`src/rtl/mem_arbiter.sv`:
```
// mem_arbiter
//   Arbitrates an instruction-fetch port and a data port onto a single
//   AXI4-Lite master. Only one transaction is in flight at a time.
//
//   Ports:
//     clk, rst             single clock, synchronous active-high reset
//     if_*                 fetch requester (always reads)
//     dm_*                 data requester (read or write, dm_we=1 writes)
//     aw*/w*/b*/ar*/r*     AXI4-Lite master channels
//
//   Configuration macro:
//     MEM_ARBITER_ROUND_ROBIN_EN  when defined, simultaneous requests
//                                 alternate between the two requesters;
//                                 otherwise the data port always wins.
//
//   With a zero-wait-state slave, ack rises 3 cycles after the edge
//   that samples the request, for both reads and writes.

module mem_arbiter #(
    parameter int ADDR_WIDTH = 32,
    parameter int DATA_WIDTH = 32
) (
    input  logic                    clk,
    input  logic                    rst,

    input  logic                    if_req,
    input  logic [ADDR_WIDTH-1:0]   if_addr,
    output logic [DATA_WIDTH-1:0]   if_rdata,
    output logic                    if_ack,
    output logic                    if_err,

    input  logic                    dm_req,
    input  logic                    dm_we,
    input  logic [ADDR_WIDTH-1:0]   dm_addr,
    input  logic [DATA_WIDTH-1:0]   dm_wdata,
    input  logic [DATA_WIDTH/8-1:0] dm_wstrb,
    output logic [DATA_WIDTH-1:0]   dm_rdata,
    output logic                    dm_ack,
    output logic                    dm_err,

    output logic [ADDR_WIDTH-1:0]   awaddr,
    output logic                    awvalid,
    input  logic                    awready,
    output logic [DATA_WIDTH-1:0]   wdata,
    output logic [DATA_WIDTH/8-1:0] wstrb,
    output logic                    wvalid,
    input  logic                    wready,
    input  logic [1:0]              bresp,
    input  logic                    bvalid,
    output logic                    bready,
    output logic [ADDR_WIDTH-1:0]   araddr,
    output logic                    arvalid,
    input  logic                    arready,
    input  logic [DATA_WIDTH-1:0]   rdata,
    input  logic [1:0]              rresp,
    input  logic                    rvalid,
    output logic                    rready
);

    localparam int STRB_WIDTH = DATA_WIDTH / 8;

    typedef enum logic [2:0] {
        IDLE,
        RD_ADDR,
        RD_DATA,
        WR_ADDR,
        WR_RESP,
        DONE
    } state_t;

    state_t                  state_q, state_d;
    logic                    gnt_dm_q, gnt_dm_d;
    logic                    we_q, we_d;
    logic [ADDR_WIDTH-1:0]   addr_q, addr_d;
    logic [DATA_WIDTH-1:0]   wdata_q, wdata_d;
    logic [STRB_WIDTH-1:0]   wstrb_q, wstrb_d;
    logic [DATA_WIDTH-1:0]   resp_data_q, resp_data_d;
    logic                    resp_err_q, resp_err_d;
    logic                    arvalid_q, arvalid_d;
    logic                    rready_q, rready_d;
    logic                    awvalid_q, awvalid_d;
    logic                    wvalid_q, wvalid_d;
    logic                    bready_q, bready_d;
    logic                    if_ack_q, if_ack_d;
    logic                    dm_ack_q, dm_ack_d;
    logic                    if_err_q, if_err_d;
    logic                    dm_err_q, dm_err_d;
    logic [DATA_WIDTH-1:0]   if_rdata_q, if_rdata_d;
    logic [DATA_WIDTH-1:0]   dm_rdata_q, dm_rdata_d;
    logic                    pick_dm;
    logic                    aw_pending, w_pending;
`ifdef MEM_ARBITER_ROUND_ROBIN_EN
    // 1 when the data port received the most recent grant.
    logic                    last_dm_q, last_dm_d;
`endif

    // Arbitration decision: who would win if IDLE sampled requests now.
    always_comb begin
        pick_dm = dm_req;
        if (dm_req && if_req) begin
`ifdef MEM_ARBITER_ROUND_ROBIN_EN
            pick_dm = !last_dm_q;
`else
            pick_dm = 1'b1;
`endif
        end
    end

    // A write channel stays pending until its own handshake; the two
    // channels complete independently.
    assign aw_pending = awvalid_q && !awready;
    assign w_pending  = wvalid_q && !wready;

    always_comb begin
        state_d     = state_q;
        gnt_dm_d    = gnt_dm_q;
        we_d        = we_q;
        addr_d      = addr_q;
        wdata_d     = wdata_q;
        wstrb_d     = wstrb_q;
        resp_data_d = resp_data_q;
        resp_err_d  = resp_err_q;
        arvalid_d   = arvalid_q;
        rready_d    = rready_q;
        awvalid_d   = awvalid_q;
        wvalid_d    = wvalid_q;
        bready_d    = bready_q;
        if_ack_d    = 1'b0;
        dm_ack_d    = 1'b0;
        if_err_d    = if_err_q;
        dm_err_d    = dm_err_q;
        if_rdata_d  = if_rdata_q;
        dm_rdata_d  = dm_rdata_q;
`ifdef MEM_ARBITER_ROUND_ROBIN_EN
        last_dm_d   = last_dm_q;
`endif

        case (state_q)
            IDLE: begin
                if (if_req || dm_req) begin
                    gnt_dm_d = pick_dm;
`ifdef MEM_ARBITER_ROUND_ROBIN_EN
                    last_dm_d = pick_dm;
`endif
                    if (pick_dm) begin
                        we_d    = dm_we;
                        addr_d  = dm_addr;
                        wdata_d = dm_wdata;
                        wstrb_d = dm_wstrb;
                    end else begin
                        // Fetches are reads regardless of dm_we.
                        we_d    = 1'b0;
                        addr_d  = if_addr;
                        wdata_d = '0;
                        wstrb_d = '0;
                    end
                    if (pick_dm && dm_we) begin
                        awvalid_d = 1'b1;
                        wvalid_d  = 1'b1;
                        state_d   = WR_ADDR;
                    end else begin
                        arvalid_d = 1'b1;
                        state_d   = RD_ADDR;
                    end
                end
            end
            RD_ADDR: begin
                if (arready) begin
                    arvalid_d = 1'b0;
                    rready_d  = 1'b1;
                    state_d   = RD_DATA;
                end
            end
            RD_DATA: begin
                if (rvalid) begin
                    rready_d    = 1'b0;
                    resp_data_d = rdata;
                    resp_err_d  = (rresp != 2'b00);
                    state_d     = DONE;
                end
            end
            WR_ADDR: begin
                awvalid_d = aw_pending;
                wvalid_d  = w_pending;
                if (!aw_pending && !w_pending) begin
                    bready_d = 1'b1;
                    state_d  = WR_RESP;
                end
            end
            WR_RESP: begin
                if (bvalid) begin
                    bready_d   = 1'b0;
                    resp_err_d = (bresp != 2'b00);
                    state_d    = DONE;
                end
            end
            DONE: begin
                // Ack, data and error are registered together so they are
                // all valid in the same cycle; the other port is untouched.
                if (gnt_dm_q) begin
                    dm_ack_d = 1'b1;
                    dm_err_d = resp_err_q;
                    if (!we_q) begin
                        dm_rdata_d = resp_data_q;
                    end
                end else begin
                    if_ack_d   = 1'b1;
                    if_err_d   = resp_err_q;
                    if_rdata_d = resp_data_q;
                end
                state_d = IDLE;
            end
            default: begin
                state_d = IDLE;
            end
        endcase
    end

    // All state and registered outputs; reset abandons any transaction.
    always_ff @(posedge clk) begin
        if (rst) begin
            state_q     <= IDLE;
            gnt_dm_q    <= 1'b0;
            we_q        <= 1'b0;
            addr_q      <= '0;
            wdata_q     <= '0;
            wstrb_q     <= '0;
            resp_data_q <= '0;
            resp_err_q  <= 1'b0;
            arvalid_q   <= 1'b0;
            rready_q    <= 1'b0;
            awvalid_q   <= 1'b0;
            wvalid_q    <= 1'b0;
            bready_q    <= 1'b0;
            if_ack_q    <= 1'b0;
            dm_ack_q    <= 1'b0;
            if_err_q    <= 1'b0;
            dm_err_q    <= 1'b0;
            if_rdata_q  <= '0;
            dm_rdata_q  <= '0;
`ifdef MEM_ARBITER_ROUND_ROBIN_EN
            last_dm_q   <= 1'b0;
`endif
        end else begin
            state_q     <= state_d;
            gnt_dm_q    <= gnt_dm_d;
            we_q        <= we_d;
            addr_q      <= addr_d;
            wdata_q     <= wdata_d;
            wstrb_q     <= wstrb_d;
            resp_data_q <= resp_data_d;
            resp_err_q  <= resp_err_d;
            arvalid_q   <= arvalid_d;
            rready_q    <= rready_d;
            awvalid_q   <= awvalid_d;
            wvalid_q    <= wvalid_d;
            bready_q    <= bready_d;
            if_ack_q    <= if_ack_d;
            dm_ack_q    <= dm_ack_d;
            if_err_q    <= if_err_d;
            dm_err_q    <= dm_err_d;
            if_rdata_q  <= if_rdata_d;
            dm_rdata_q  <= dm_rdata_d;
`ifdef MEM_ARBITER_ROUND_ROBIN_EN
            last_dm_q   <= last_dm_d;
`endif
        end
    end

    assign awaddr   = addr_q;
    assign araddr   = addr_q;
    assign wdata    = wdata_q;
    assign wstrb    = wstrb_q;
    assign awvalid  = awvalid_q;
    assign wvalid   = wvalid_q;
    assign bready   = bready_q;
    assign arvalid  = arvalid_q;
    assign rready   = rready_q;
    assign if_ack   = if_ack_q;
    assign dm_ack   = dm_ack_q;
    assign if_err   = if_err_q;
    assign dm_err   = dm_err_q;
    assign if_rdata = if_rdata_q;
    assign dm_rdata = dm_rdata_q;

endmodule

```
`config.mk`:
```
export PLATFORM = sky130hd
export DESIGN_NAME = mem_arbiter
export DESIGN_NICKNAME = d
export VERILOG_FILES = /design/src/rtl/mem_arbiter.sv
export SDC_FILE = /design/constraint.sdc
export NUM_CORES = 1
export LEC_CHECK = 0
export BUFFER_PORTS_ARGS = -buffer_cell sky130_fd_sc_hd__buf_2
export CAP_MARGIN = 15
export CORE_UTILIZATION = 47
export CTS_BUF_LIST = sky130_fd_sc_hd__clkbuf_16
export DETAILED_ROUTE_END_ITERATION = 16
export PLACE_DENSITY = 0.82
export SLEW_MARGIN = 5
export SYNTH_ARGS = -nofsm -noshare
export SYNTH_HDL_FRONTEND = slang
export SYNTH_SLANG_ARGS = --single-unit
```
`constraint.sdc`:
```
create_clock -name clk -period 2 [get_ports clk]
set_input_delay 0.6 -clock clk [delete_from_list [all_inputs] [get_ports clk]]
set_output_delay 0.6 -clock clk [all_outputs]
set_load 0.03 [all_outputs]
```
-- Yosys cells after proc, flatten, opt, wreduce, memory -nomap -nowiden
Index checks and enable logic that the tools add are counted.
- register bits: 179
- latch bits: 0
- memory bits (writable): 0
- bits in read-only memories: 0
- bits of input ports: 146
- output and inout port bits: 173
- logic and storage cells: 95
- memories kept: 0
- $add $sub $neg: 0
- multipliers: 0
- div/mod/pow operators: 0
- magnitude comparators: 0
- equal/unequal tests: 12
- shift-type cells: 0
- muxes and demuxes: 31
- bitwise gates (word level): 3
- reductions and logical operators: 30
- operator list (kind ; number):
    2-to-1 mux 32 bit ; 2
    2-to-1 mux 1 bit ; 15
    2-to-1 mux 3 bit ; 5
    one-hot mux 3 bit (5 select lines) ; 1
    AND reduction 3 bit ; 5
    inequality test 2 bit (second input constant) ; 7
    nonzero test 2 bit ; 7
    one-hot mux 1 bit (2 select lines) ; 6
    AND reduction 2 bit ; 4
    == test 3 x 2 -> 1 bit (second input constant) ; 2
    == test 3 bit (second input constant) ; 2
    logical AND 1 bit ; 5
    AND reduction 5 bit ; 1
    zero test 1 bit ; 4
    2-to-1 mux 4 bit ; 1
    AND reduction 4 bit ; 1
    == test 3 x 1 -> 1 bit (second input constant) ; 1
    zero test 3 bit ; 1
    inverter 1 bit ; 3
    2-to-1 mux 2 bit ; 1
    OR reduction 2 bit ; 1
    logical OR 1 bit ; 1

-- Logic depth before layout (Yosys ltp)
Gate-level depths: netlist (run 1).
- word-level depth: 6
- depth in mapped cells: 6

-- Worst setup path before layout (run 1)
OpenSTA, ideal clock, no wires.
- path kind: input port to flip-flop
- start point: in rst
- end point: reg arvalid_q (netlist: arvalid)
- library setup time: 0.128 ns
- arrival time: 1.462 ns
- required time: 1.872 ns
- setup slack: 0.410 ns
- cell stages on the path: 4
- buffers on the path: 3
- cell sequence: clkbuf_1 clkbuf_1 buf_1 nor2_1
- RTL lines (element ; RTL line ; source):
    start, declared ; 24 ; input logic rst,
    end signal, assigned ; 253 ; arvalid_q <= arvalid_d;
    end, declared ; 79 ; logic arvalid_q, arvalid_d;
No word-level cell between the ends.

-- Worst setup path after layout (run 1)
- start point: reg state_q[0]
- end point: reg state_q[1]
- word-level cells in the longest chain between the ends: 3
- elaborated cells on any way between the ends: 12
- those cells by class: eq/ne (9); mux (1); reduce/logical (2)
- ends and longest elaborated chain (element ; RTL line ; source):
    start, declared ; 71 ; state_t state_q, state_d;
    start signal, assigned ; 245 ; state_q <= state_d;
    == test 3 x 2 -> 1 bit (tied with other cells) ; 138 ; case (state_q)
    inequality test 2 bit (no source line) ; n/a ;
    AND reduction 5 bit (no source line) ; n/a ;
Several ways; a longest one is shown, not always the timed one.
A chain may end at the register's enable or synchronous reset.

==> flow_metrics.env, run 1 <==
export IMPL_outcome="finished clean"
export IMPL_gp_congestion=0.848
export IMPL_drt_iter0_drc=572
export IMPL_clk_pin_slew_ns=0.07
export IMPL_vias_per_cell=5.16
export IMPL_crit_path_max_fanout=13
export IMPL_hold_slack_ns=0.411
export IMPL_irDropWorstVdd_mv=0.835
export IMPL_synth_cell_types=35
export IMPL_period_share_pct=89.8
export IMPL_use_met3_pct=6.60
export IMPL_power_leakage_uw=0.00413
export IMPL_worstSetupStartpoint="state_q[0]$_SDFFE_PP0P_"
export IMPL_power_density_nw_per_um2=1220
export IMPL_worst_slew_pin_slew_ns=0.554
export IMPL_initial_core_util_pct=48.7
export IMPL_drc=0
export IMPL_grt_pass1_vias=5925
export IMPL_hpwl_mm=13.9
export IMPL_ios=319
export IMPL_critPathArrivalTime_ns=2.11
export IMPL_cap_violations=0
export IMPL_routed_wl_mm=19.4
export IMPL_fp_row_count=43
export IMPL_synth_cells=799
export IMPL_cts_buffers=17
export IMPL_wire_per_inst_um=15.5
export IMPL_reg2reg_from="state_q[0]$_SDFFE_PP0P_"
export IMPL_drv_slew=0
export IMPL_min_period_ns=1.80
export IMPL_port_buffers=318
export IMPL_drive_gt1_share_pct=34.7
export IMPL_grt_usage_pct=25.7
export IMPL_nFillCells=1211
export IMPL_multi_input_comb_area_um2=2740
export IMPL_setup_tns_final_ns=0
export IMPL_slew_headroom_pct=63.1
export IMPL_drt_pre_antenna_iters=5
export IMPL_via_count=6458
export IMPL_use_met2_pct=44.3
export IMPL_post_cts_buffers=0
export IMPL_antenna_found_initial=0
export IMPL_cts_tree="yes"
export IMPL_grt_max_degree=87
export IMPL_netlist_area_um2=6840
export IMPL_seqCellArea_um2=3580
export IMPL_async_flop_share_pct=0
export IMPL_postRouteAntennaNets=0
export IMPL_clock_latency_ns=0.42
export IMPL_mostFrequentLayoutCell="buf_2"
export IMPL_fmax_mhz=557
export IMPL_end_kind="flip-flop"
export IMPL_finalSetupViolCount=0
export IMPL_top_usage_layer="met2"
export IMPL_use_met1_pct=28.5
export IMPL_ys_seq_area_share_pct=52.4
export IMPL_startpoint_type="flip-flop"
export IMPL_cts_resized_gates=0
export IMPL_cts_sinks=179
export IMPL_synth_fp_nets=945
export IMPL_core_area_um2=14000
export IMPL_finalNetCount=1203
export IMPL_clock_path_buffers=2
export IMPL_synthToLayoutAreaGrowth_pct=31.6
export IMPL_grt_remaining_overflow=0
export IMPL_fin_util_pct=64.1
export IMPL_synth_edf_count=0
export IMPL_fp_dieArea_um2=15000
export IMPL_die_w_um=123
export IMPL_path_class="reg -> reg"
export IMPL_final_cell_mix="buf_2, nand2_1, dfxtp_1, a21oi_1, nor2_1"
export IMPL_cp_required_ns=2.31
export IMPL_synth_seq_cells=179
export IMPL_cts_root_buffer="clkbuf_16"
export IMPL_htree_num_levels=4
export IMPL_die_h_um=123
export IMPL_grt_first_pass_wirelength_mm=29.4
export IMPL_ys_warn_count=0
export IMPL_fin_skew_ns=0.0128
export IMPL_final_hold_violation_count=0
export IMPL_avgSynthCellArea_um2=8.56
export IMPL_hold_start="dm_wdata[25]"
export IMPL_cts_hold_buffers=0
export IMPL_grt_setup_unrepaired="no"
export IMPL_ys_flop_type="dfxtp_1"
export IMPL_hp_class="in -> reg"
## metrics by stage
step / total power [µW] / cells / setup slack [ns] / cell area [µm²]
5_1_grt: 11500 / 1250 / 0.0891 / 8990
3_5_place_dp: 7630 / 1218 / 0.196 / 8380
6_report: 11000 / 1251 / 0.205 / 9000
3_3_place_gp: 7560 / 1218 / 0.260 / 8380
2_1_floorplan: 6860 / 799 / 0.410 / 6840
4_1_cts: 11100 / 1250 / 0.214 / 8990
## Yosys cell counts, types with 2 or more instances
cell type | n | area share [%]
a21oi_1 | 106 | 7.8
buf_2 | 27 | 2.0
or3_1 | 2 | 0.18
nor2b_1 | 2 | 0.18
nor3b_1 | 2 | 0.22
mux2i_1 | 33 | 4.8
nor3_2 | 2 | 0.29
o21ai_0 | 4 | 0.29
nor2_1 | 79 | 4.3
buf_4 | 38 | 4.2
inv_1 | 2 | 0.11
nor3_1 | 3 | 0.22
or2_1 | 2 | 0.18
a22oi_1 | 39 | 4.3
dfxtp_1 | 179 | 52
a211oi_1 | 32 | 3.5
o21a_1 | 2 | 0.22
nand2_1 | 200 | 11
clkbuf_1 | 28 | 1.5
nor3b_2 | 2 | 0.37
## power by group
group | switching [µW] | total (µW) | internal [µW]
clock network | 1370 | 3450 | 2080
registers | 348 | 4330 | 3980
logic | 2220 | 3230 | 1010
total | 3930 | 11000 | 7070
## logic make-up after synthesis
| group | count (synthesis) | synth area share, % |
|---|---|---|
| compound gates | 190 | 17.2 |
| buf+inv | 97 | 7.90 |
| flops | 179 | 52.4 |
| mux | 34 | 5.00 |
| simple gates | 299 | 17.5 |
## path summary, 6_finish.rpt
kind	end	slack [ns]	cells after the start
setup / recovery	state_q[1]$_SDFFE_PP0P_	0.20	4
hold / removal	wdata[25]$_SDFFE_PP0P_	0.41	3
setup reg to reg	state_q[1]$_SDFFE_PP0P_	0.20	4
hold reg to reg	dm_rdata[8]$_SDFFE_PP0P_	0.45	2
## metal layers
layer  part of all wire [%]  vias up
met3                    7.1       34
met4                    3.9        0
met1                     39     2978
met5                      0        -
li1                       -     3175
met2                     50      271
## registers in the layout (all words and copies together) (netlist names), 3 cells and up
register     flops
resp_data_q     32
wdata           32
wstrb            4
if_rdata        32
state_q          3
araddr          32
dm_rdata        32
## worst max-delay path: stages (launching register included)
cell	delay [ns]
dfxtp_1	0.65
inv_2	0.12
or3_1	0.38
o221ai_2	0.19
mux2_1	0.34
## final cells by class
cell class	instances	area share, %
antenna	1	0.0278
clock buffer	17	4.73
multi-input combinational	523	30.5
sequential	179	39.8
clock inverter	15	2.10
timing repair buffer	333	20.2
tap	180	2.50
inverter	3	0.125
Power figures use the tool's default switching activity.
==> run 2: changes to the inputs <==
--- a/config.mk
+++ b/config.mk
@@ -11,6 +11,7 @@
 export CTS_BUF_LIST = sky130_fd_sc_hd__clkbuf_16
 export DETAILED_ROUTE_END_ITERATION = 16
 export PLACE_DENSITY = 0.82
+export SETUP_SLACK_MARGIN = 0.5
 export SLEW_MARGIN = 5
 export SYNTH_ARGS = -nofsm -noshare
 export SYNTH_HDL_FRONTEND = slang
==> flow_metrics.env, run 2 (synthesis gave the netlist of run 1 again) <==
export IMPL_drc=0
export IMPL_crit_family="simple AND/OR/NAND/NOR gates"
export IMPL_switching_power_uw=4650
export IMPL_slowest_stage="dfxtp_4"
export IMPL_p_int_uw=8180
export IMPL_wire_per_inst_um=20.7
export IMPL_rrSetupSlack_ns=0.31
export IMPL_period_share_pct=84.3
export IMPL_finalNetCount=1284
export IMPL_crit_path_max_fanout=16
export IMPL_finalSetupViolCount=0
export IMPL_max_stage_delay_ns=0.39
export IMPL_pwr_share_clk_pct=26.0
export IMPL_grt_pass1_vias=6819
export IMPL_drive_gt1_share_pct=56.5
export IMPL_fin_cells=1331
export IMPL_reg2reg_from="state_q[1]$_SDFFE_PP0P_"
export IMPL_whs_path_depth=3
export IMPL_cp_required_ns=2.29
export IMPL_ios=319
export IMPL_core_area_um2=14000
export IMPL_htree_num_levels=4
export IMPL_cts_tree="yes"
export IMPL_outcome="finished clean"
export IMPL_grt_remaining_overflow=0
export IMPL_grt_max_degree=73
export IMPL_clk_pin_slew_ns=0.07
export IMPL_port_buffers=318
export IMPL_antenna_found_initial=0
export IMPL_hold_start="rdata[29]"
export IMPL_fp_dieArea_um2=15000
export IMPL_initial_core_util_pct=48.7
export IMPL_timing_rr_end="dm_rdata[9]$_SDFFE_PP0P_"
export IMPL_sequentialPowerShare_pct=35.6
export IMPL_combPwrFrac_pct=38.3
export IMPL_postRouteAntennaNets=0
export IMPL_r2r_cells=6
export IMPL_worst_slew_pin_slew_ns=0.385
export IMPL_setup_tns_final_ns=0
export IMPL_cp_cell_sequence="nand4b_1, buf_4, nor2_4, clkbuf_16, nand2_1, a21oi_1"
export IMPL_critPathArrivalTime_ns=1.98
export IMPL_drv_slew=0
export IMPL_cts_hold_buffers=0
export IMPL_synthToLayoutAreaGrowth_pct=66.6
export IMPL_drt_iter0_drc=610
export IMPL_dp_cells=1224
export IMPL_mostFrequentLayoutCell="nand2_1"
export IMPL_fin_util_pct=81.1
export IMPL_min_period_ns=1.69
export IMPL_power_density_nw_per_um2=1130
export IMPL_power_uw=12800
export IMPL_fin_skew_ns=0.0146
export IMPL_slew_headroom_pct=74.3
export IMPL_fmax_mhz=593
export IMPL_die_w_um=123
export IMPL_fp_row_count=43
export IMPL_path_buf_inv=2
export IMPL_cts_root_buffer="clkbuf_16"
export IMPL_via_count=7518
export IMPL_hold_slack_ns=0.407
export IMPL_clock_latency_ns=0.43
export IMPL_gp_congestion=0.868
export IMPL_seqCellArea_um2=3810
export IMPL_hpwl_mm=13.9
export IMPL_multi_input_comb_area_um2=3000
export IMPL_nFillCells=779
export IMPL_final_hold_violation_count=0
export IMPL_hp_class="in -> reg"
export IMPL_grt_setup_unrepaired="yes"
export IMPL_grt_usage_pct=30.7
export IMPL_startpoint_type="flip-flop"
export IMPL_cap_violations=0
export IMPL_irDropWorstVdd_mv=1.20
export IMPL_path_class="reg -> reg"
export IMPL_end_kind="flip-flop"
export IMPL_drt_pre_antenna_iters=6
export IMPL_power_leakage_uw=0.00493
export IMPL_antenna_cells=0
export IMPL_die_h_um=123
export IMPL_cts_buffers=17
export IMPL_routed_wl_mm=27.5
export IMPL_final_cell_mix="nand2_1, buf_6, buf_2, dfxtp_2, a21oi_1"
export IMPL_vias_per_cell=5.65
export IMPL_cts_sinks=179
export IMPL_clock_path_buffers=2
export IMPL_hold_path_end="resp_data_q[29]$_SDFFE_PP0P_"
export IMPL_netSwitchingFraction_pct=36.3
export IMPL_grt_first_pass_wirelength_mm=34.9
## run 2: cell count changes in the layout (fill, tap and decap cells not counted), sizes merged
| cell | delta |
|---|---|
| buf | +72 |
| bufinv | -2 |
| clkbuf | +9 |
| clkinv | +3 |
| clkinvlp | +3 |
| diode | -1 |
| inv | -4 |
## run 2: how the worst max path moves through the flow
stage | start | endpoint | cells after the start
6_report | state_q[1]$_SDFFE_PP0P_ | dm_rdata[9]$_SDFFE_PP0P_ | 6
3_5_place_dp | dm_req | wdata[28]$_SDFFE_PP0P_ | 6
2_1_floorplan | rst | gnt_dm_q$_SDFFE_PP0P_ | 4
3_3_place_gp | dm_req | wdata[29]$_SDFFE_PP0P_ | 6
5_1_grt | state_q[2]$_SDFFE_PP0P_ | dm_rdata[9]$_SDFFE_PP0P_ | 7
4_1_cts | araddr[0]$_SDFFE_PP0P_ | awaddr[0] | 1
## run 2: final cells by class
class	count	area share (%)
Tap cell	180	1.98
Timing Repair Buffer	414	32.9
Clock inverter	15	1.42
Multi-Input combinational cell	523	26.4
Sequential cell	179	33.5
Clock buffer	17	3.73
Inverter	3	0.0988
## run 2: routing by layer
layer  GRT usage [%]  routed length, µm  up-vias  share of wire (%)
li1                -                  -     3351                  -
met4            19.1               1880        0                6.8
met3            7.76               2220      150                8.1
met5               0                  0        -                  0
met2            54.5              14000      494                 51
met1            32.4               9380     3523                 34
## run 2: what timing repair did
action,in CTS,in global routing
gates cloned,1,10
setup buffers,29,35
resized for setup,503,79
endpoints found under the setup margin,333,315
pin swaps,0,13
## run 2: power by group through the flow
stage	registers (µW)	logic, µW	clock network [µW]
final	4570	4920	3340
after global routing	4610	5120	3530
after CTS	4510	4100	3340
after detailed placement	4380	3300	0
after global placement	4380	3260	0
after floorplan	4950	1990	0
## run 2: metrics by stage
step                      worst slack (ns)  instance area [µm²]
after floorplan                      0.425                 6900
after global placement               0.149                 8440
after detailed placement            0.0795                 8440
after CTS                            0.447                10600
after global routing                 0.261                11400
final                                0.313                11400
## run 2: worst register-to-register path, stage by stage (launching register included)
cell	delay (ns)
dfxtp_4	0.39
nand4b_1	0.24
buf_4	0.18
nor2_4	0.14
clkbuf_16	0.21
nand2_1	0.06
a21oi_1	0.32
